===== src/rtl/ofm_drain_if.sv =====
// Handshake/bus bundle between the OFM drain controller, the OFM DPRAM
// port A and the downstream element stream.
interface ofm_drain_if #(
  parameter int DATA_WIDTH  = 16,
  parameter int INOUT_WIDTH = 256,
  parameter int ADDR_WIDTH  = 14
);
  logic                   start;
  logic                   busy;
  logic                   done;
  logic [ADDR_WIDTH-1:0]  ram_addr;
  logic [INOUT_WIDTH-1:0] ram_dout;
  logic [DATA_WIDTH-1:0]  m_data;
  logic                   m_valid;
  logic                   m_ready;
  logic                   m_last;

  modport master (
    input  start, ram_dout, m_ready,
    output busy, done, ram_addr, m_data, m_valid, m_last
  );

  modport slave (
    output start, ram_dout, m_ready,
    input  busy, done, ram_addr, m_data, m_valid, m_last
  );
endinterface


===== src/rtl/ofm_drain_controller.sv =====
// Drains packed OFM words from DPRAM port A and serialises them, lane 0 first,
// onto a valid/ready element stream with a one-word prefetch buffer.
module ofm_drain_controller #(
  parameter int DATA_WIDTH  = 16,
  parameter int INOUT_WIDTH = 256,
  parameter int ADDR_LINE   = 16384,
  parameter int ADDR_WIDTH  = $clog2(ADDR_LINE)
) (
  input  logic      clk,
  input  logic      rst,
  ofm_drain_if.master bus
);

  localparam int ELEMS  = INOUT_WIDTH / DATA_WIDTH;
  localparam int LANE_W = (ELEMS > 1) ? $clog2(ELEMS) : 1;
  localparam int CNT_W  = ADDR_WIDTH + 1;

  localparam logic [CNT_W-1:0]  LAST_IDX  = CNT_W'(ADDR_LINE - 1);
  localparam logic [CNT_W-1:0]  LINE_C    = CNT_W'(ADDR_LINE);
  localparam logic [CNT_W-1:0]  ELEMS_C   = CNT_W'(ELEMS);
  localparam logic [LANE_W-1:0] LANE_LAST = LANE_W'(ELEMS - 1);

  typedef enum logic [1:0] {
    S_IDLE,
    S_FILL,
    S_STREAM,
    S_DONE
  } state_t;

  state_t                 state_q, state_d;
  logic [INOUT_WIDTH-1:0] sh_q, sh_d;
  logic [INOUT_WIDTH-1:0] pf_q, pf_d;
  logic                   sh_vld_q, sh_vld_d;
  logic                   pf_vld_q, pf_vld_d;
  logic                   inflight_q, inflight_d;
  logic                   all_iss_q, all_iss_d;
  logic [LANE_W-1:0]      lane_q, lane_d;
  logic [CNT_W-1:0]       cnt_q, cnt_d;
  logic [ADDR_WIDTH-1:0]  addr_q, addr_d;

  logic                   hs;
  logic                   last_elem;
  logic                   final_beat;
  logic                   pop;
  logic                   issue;
  logic                   active;
  logic [1:0]             occ;
  logic [CNT_W-1:0]       addr_next;

  assign active     = (state_q == S_FILL) || (state_q == S_STREAM);
  assign hs         = sh_vld_q && bus.m_ready;
  assign last_elem  = (cnt_q == LAST_IDX);
  assign final_beat = hs && last_elem;
  assign pop        = hs && ((lane_q == LANE_LAST) || last_elem);
  assign addr_next  = CNT_W'(addr_q) + ELEMS_C;

  // Words held or owed after this edge; a new read lands two edges out, so
  // it may only be issued when at most one slot will be taken by then.
  assign occ   = 2'(sh_vld_q) + 2'(pf_vld_q) + 2'(inflight_q) - 2'(pop);
  assign issue = active && !all_iss_q && (occ <= 2'd1);

  always_comb begin
    state_d    = state_q;
    sh_d       = sh_q;
    pf_d       = pf_q;
    sh_vld_d   = sh_vld_q;
    pf_vld_d   = pf_vld_q;
    inflight_d = inflight_q;
    all_iss_d  = all_iss_q;
    lane_d     = lane_q;
    cnt_d      = cnt_q;
    addr_d     = addr_q;

    case (state_q)
      S_IDLE: begin
        if (bus.start) begin
          state_d    = S_FILL;
          addr_d     = '0;
          all_iss_d  = 1'b0;
          cnt_d      = '0;
          lane_d     = '0;
          sh_vld_d   = 1'b0;
          pf_vld_d   = 1'b0;
          inflight_d = 1'b0;
        end
      end

      S_FILL, S_STREAM: begin
        inflight_d = issue;
        if (issue) begin
          if (addr_next < LINE_C) begin
            addr_d = addr_next[ADDR_WIDTH-1:0];
          end else begin
            all_iss_d = 1'b1;
          end
        end

        if (hs) begin
          cnt_d  = cnt_q + CNT_W'(1);
          lane_d = pop ? '0 : lane_q + LANE_W'(1);
          sh_d   = sh_q >> DATA_WIDTH;
        end
        sh_vld_d = sh_vld_q && !pop;

        // Refill the shift register from prefetch first, then route read data.
        if (!sh_vld_d && pf_vld_q) begin
          sh_d     = pf_q;
          sh_vld_d = 1'b1;
          pf_vld_d = 1'b0;
        end
        if (inflight_q) begin
          if (!sh_vld_d) begin
            sh_d     = bus.ram_dout;
            sh_vld_d = 1'b1;
          end else begin
            pf_d     = bus.ram_dout;
            pf_vld_d = 1'b1;
          end
        end

        if (final_beat) begin
          state_d    = S_DONE;
          sh_vld_d   = 1'b0;
          pf_vld_d   = 1'b0;
          inflight_d = 1'b0;
          sh_d       = '0;
          pf_d       = '0;
          cnt_d      = '0;
          lane_d     = '0;
        end else if ((state_q == S_FILL) && sh_vld_d) begin
          state_d = S_STREAM;
        end
      end

      S_DONE: begin
        state_d = S_IDLE;
      end

      default: begin
        state_d = S_IDLE;
      end
    endcase
  end

  always_ff @(posedge clk) begin
    if (rst) begin
      state_q    <= S_IDLE;
      sh_q       <= '0;
      pf_q       <= '0;
      sh_vld_q   <= 1'b0;
      pf_vld_q   <= 1'b0;
      inflight_q <= 1'b0;
      all_iss_q  <= 1'b0;
      lane_q     <= '0;
      cnt_q      <= '0;
      addr_q     <= '0;
    end else begin
      state_q    <= state_d;
      sh_q       <= sh_d;
      pf_q       <= pf_d;
      sh_vld_q   <= sh_vld_d;
      pf_vld_q   <= pf_vld_d;
      inflight_q <= inflight_d;
      all_iss_q  <= all_iss_d;
      lane_q     <= lane_d;
      cnt_q      <= cnt_d;
      addr_q     <= addr_d;
    end
  end

  assign bus.ram_addr = addr_q;
  assign bus.m_valid  = sh_vld_q;
  assign bus.m_data   = sh_vld_q ? sh_q[DATA_WIDTH-1:0] : '0;
  assign bus.m_last   = sh_vld_q && last_elem;
  assign bus.busy     = active;
  assign bus.done     = (state_q == S_DONE);

endmodule

===== src/flat_wrapper.sv =====
// flat-port wrapper written by rule: the top's interface ports become plain ports
module ofm_drain_controller_flat 
#(
  parameter int DATA_WIDTH  = 16,
  parameter int INOUT_WIDTH = 256,
  parameter int ADDR_LINE   = 16384,
  parameter int ADDR_WIDTH  = $clog2(ADDR_LINE)
)
  (clk, rst, bus_start, bus_ram_dout, bus_m_ready, bus_busy, bus_done, bus_ram_addr, bus_m_data, bus_m_valid, bus_m_last);
  ofm_drain_if #(.DATA_WIDTH(DATA_WIDTH), .INOUT_WIDTH(INOUT_WIDTH), .ADDR_WIDTH(ADDR_WIDTH)) bus_i ();
  input  logic clk;
  input  logic rst;
  input wire logic [$bits(bus_i.start)-1:0] bus_start;
  input wire logic [$bits(bus_i.ram_dout)-1:0] bus_ram_dout;
  input wire logic [$bits(bus_i.m_ready)-1:0] bus_m_ready;
  output wire logic [$bits(bus_i.busy)-1:0] bus_busy;
  output wire logic [$bits(bus_i.done)-1:0] bus_done;
  output wire logic [$bits(bus_i.ram_addr)-1:0] bus_ram_addr;
  output wire logic [$bits(bus_i.m_data)-1:0] bus_m_data;
  output wire logic [$bits(bus_i.m_valid)-1:0] bus_m_valid;
  output wire logic [$bits(bus_i.m_last)-1:0] bus_m_last;
  assign bus_i.start = bus_start;
  assign bus_i.ram_dout = bus_ram_dout;
  assign bus_i.m_ready = bus_m_ready;
  assign bus_busy = bus_i.busy;
  assign bus_done = bus_i.done;
  assign bus_ram_addr = bus_i.ram_addr;
  assign bus_m_data = bus_i.m_data;
  assign bus_m_valid = bus_i.m_valid;
  assign bus_m_last = bus_i.m_last;
  ofm_drain_controller #(.DATA_WIDTH(DATA_WIDTH), .INOUT_WIDTH(INOUT_WIDTH), .ADDR_LINE(ADDR_LINE), .ADDR_WIDTH(ADDR_WIDTH)) u_core (.clk(clk), .rst(rst), .bus(bus_i));
endmodule

===== config.mk =====
export PLATFORM = sky130hd
export DESIGN_NAME = ofm_drain_controller_flat
export DESIGN_NICKNAME = d
export VERILOG_FILES = /design/src/rtl/ofm_drain_if.sv /design/src/rtl/ofm_drain_controller.sv /design/src/flat_wrapper.sv
export SDC_FILE = /design/constraint.sdc
export NUM_CORES = 2
export LEC_CHECK = 0
export CAP_MARGIN = 20
export CORE_MARGIN = 2
export CORE_UTILIZATION = 56
export CTS_CLUSTER_SIZE = 8
export DETAILED_ROUTE_END_ITERATION = 12
export HOLD_SLACK_MARGIN = 0.1
export PLACE_DENSITY = 0.92
export SYNTH_ARGS = -nofsm -noshare
export SYNTH_HDL_FRONTEND = slang
export SYNTH_SLANG_ARGS = --single-unit

===== constraint.sdc =====
create_clock -name clk -period 3.7 [get_ports clk]
set_input_delay 0.37 -clock clk [delete_from_list [all_inputs] [get_ports clk]]
set_output_delay 0.37 -clock clk [all_outputs]
set_load 0.05 [all_outputs]

==> impl_results.md <==
- Clock latency on the worst-skew pair: 0.61 ns
- Class of the worst hold path: primary input to register
- Largest net degree at the start of global routing: 188
- Fill count: 3098
- 1st-iter DRT viols: 3501
- Arrival time at the worst endpoint: 3.88 ns
- Vias in the first global route: 22900
- Core Box Area: 43000 sq um
- Cell taking the most area after synthesis: dfxtp_1
- Final Setup Violations: 0
- Final hold viol count: 0
- Startpoint types: register
- Ys flop type: dfxtp_1
- Synth Register Bits: 547
- Share of the synthesized area in the top cell type: 0.449
- Area of the multi-input gates: 12200 sq um
- WL per Instance: 23.2 um
- Slew Viols, Final: 0
- Max Buffers Root-to-Sink: 3
- Post-route minimum period: 3.36 ns
- Mapped Area: 24400 sq um
- First-pass GRT wire length: 123000 um
- RD Place Congestion: 0.892
- Initial antenna violation count: 8
- Final core utilization: 0.687
- I/O pin total: 294
- FF/Latch Area: 11000 sq um
- Residual DRC: 0
- Sequential area share after synthesis: 0.449
- Dpl hpwl: 47800 um
- Die area: 45200 sq um
- Power per standard cell area: 689 nW/um^2
- Post-synth EDFFs: 0
- CTS tree: built
- DR vias/cell: 6.97
- Chip height: 213 um
- Share of layout cells above drive strength 1: 0.0518
- Chip Width: 213 um
- Area growth, synth to finish: 21.1%
- Final WL: 79700 um
- Max-Cap Viols: 0
- Clock root buffer: clkbuf_16
- Fmax achieved: 298 MHz
- Critical path class: register to register
- R2R cell count: 12
- Most common cell in the netlist: nand2_1
- Leakage Power: 10.5 nW
- RSZ-0062 raised after global routing: no
- Total grt overflow: 0
- Final antenna-violating net count: 0
- Nets: 3117
- Yosys warns: 0
- Reg clk slew, reported paths: 0.05 ns
- Total power: 20.3 mW
- Max Clock Skew: 0.0134 ns
- CTS H-tree lvls: 3
- Initial Util: 0.567
- Worst Path Required: 4.22 ns
- Hold Path Cell Cnt: 2
- Worst VDD drop: 0.000502 V
- Synth unique cells: 57
- Critical Path End Type: register
- Cells after Synth: 2725
- Port Buffer Count: 289
- Setup Total Neg Slack: 0 ns
- Worst-Margin Slew: 0.946 ns
- Post-synth ARST share: 0
- Status: finished clean
- Hold_buf cts: 0
- Gr usage total: 0.340
- Row count: 76
- CTS buffer count: 78
- Synth top cells by count: nand2_1 (550), dfxtp_1 (547), o22ai_1 (264), a22o_1 (257), clkbuf_1 (157)
- Post_cts resized: 0
- Syn Area/Cell: 8.95 sq um
- Period utilization: 0.908
- Worst slew margin: 0.369
- DR vias: 24000
- Total iterations of the first detailed-routing run: 6
- Setup bufs post-CTS: 0
- Clock sinks: 547
- Maximum fanout along the worst path: 6
- Synth area leaders: dfxtp_1 (45%), a22o_1 (9.2%), nand2_1 (8.5%), o22ai_1 (6.8%), a32o_1 (5.5%)
[area by class of cell]
class | instances | share of cell area
clock inverters | 5 | 0.00220
flip-flops and latches | 547 | 0.371
inverters | 12 | 0.00186
well taps | 585 | 0.0248
diodes | 3 | 0.000254
clock buffers | 82 | 0.0688
multi-input cells | 1877 | 0.413
repair buffers | 332 | 0.119
[cells in the final DEF, fill, tap and decap left out, drive strengths merged, types with 11 or more instances in the layout]
| cell | count |
|---|---|
| a21oi | 135 |
| inv | 16 |
| and3 | 11 |
| nand2 | 550 |
| clkdlybuf4s50 | 288 |
| a22o | 257 |
| buf | 44 |
| a32o | 133 |
| clkbuf | 82 |
| o22ai | 264 |
| dfxtp | 547 |
| mux2i | 110 |
| nand3 | 143 |
| and2 | 19 |
| nor2 | 26 |
| a221o | 116 |
[kinds of logic (layout without fill, tap and decap cells)]
kind of cell | after synthesis | count (layout) | share of synthesized area
fa+ha+maj | 9 | 9 | 0.00462
compound gates | 941 | 941 | 0.301
xor+xnor | 12 | 12 | 0.00431
flops | 547 | 547 | 0.449
simple gates | 800 | 800 | 0.141
buf+inv | 304 | 431 | 0.0549
mux | 111 | 111 | 0.0456
other cells | 1 | 7 | 0.000154
[flip-flops by register name, summed over array words and instances (netlist names)]
signal               cells
u_core.lane_q            4
u_core.sh_q            256
u_core.pf_q            256
u_core.bus.ram_addr     10
u_core.cnt_q            15
u_core.pf_vld_q          1
u_core.inflight_q        1
u_core.state_q           2
u_core.all_iss_q         1
u_core.bus.m_valid       1
[metal layers]
metal	wire, um	vias to the layer above	global-route usage
li1	-	10500	-
met2	37000	1607	0.549
met1	29900	11500	0.422
met4	4450	12	0.190
met5	72	-	0
met3	8210	303	0.0755
[final timing paths]
path | from | end | slack [ns]
setup reg to reg | u_core.cnt_q[2]$_SDFFE_PP0P_ | u_core.bus.ram_addr[13]$_SDFFE_PP0P_ | 0.34
hold / removal | rst | u_core.lane_q[0]$_SDFFE_PP0P_ | 0.31
setup / recovery | u_core.cnt_q[2]$_SDFFE_PP0P_ | u_core.bus.ram_addr[13]$_SDFFE_PP0P_ | 0.34
hold reg to reg | u_core.sh_q[242]$_SDFFE_PP0N_ | u_core.sh_q[242]$_SDFFE_PP0N_ | 0.46
[power breakdown]
group	total [mW]	leakage, nW	switching [mW]	internal (mW)
clock	6.37	1.03	2.48	3.90
combinational	6.54	5.00	4.24	2.30
sequential	7.42	4.42	0.732	6.69
[critical path, cell delays in order, from the launching register on]
cell	delay, ns
dfxtp_1	0.38
nand4_1	0.24
nor4_1	0.56
a31oi_1	0.09
nor2_1	0.18
ha_1	0.26
inv_1	0.06
ha_1	0.22
a21oi_1	0.23
mux2_2	0.40
a21oi_1	0.35
o21ai_0	0.16
a21oi_1	0.16
[stage by stage]
step	std cells	area (sq um)	setup WS [ns]	hold WS, ns
2_1_floorplan	2728	24400	0.670	0.435
3_3_place_gp	3353	27400	0.512	0.446
3_5_place_dp	3353	27400	0.388	0.449
4_1_cts	3440	29500	0.364	0.284
5_1_grt	3441	29500	0.0563	0.305
6_report	3443	29500	0.341	0.306
Note: power is estimated with default switching activity, not from simulation.
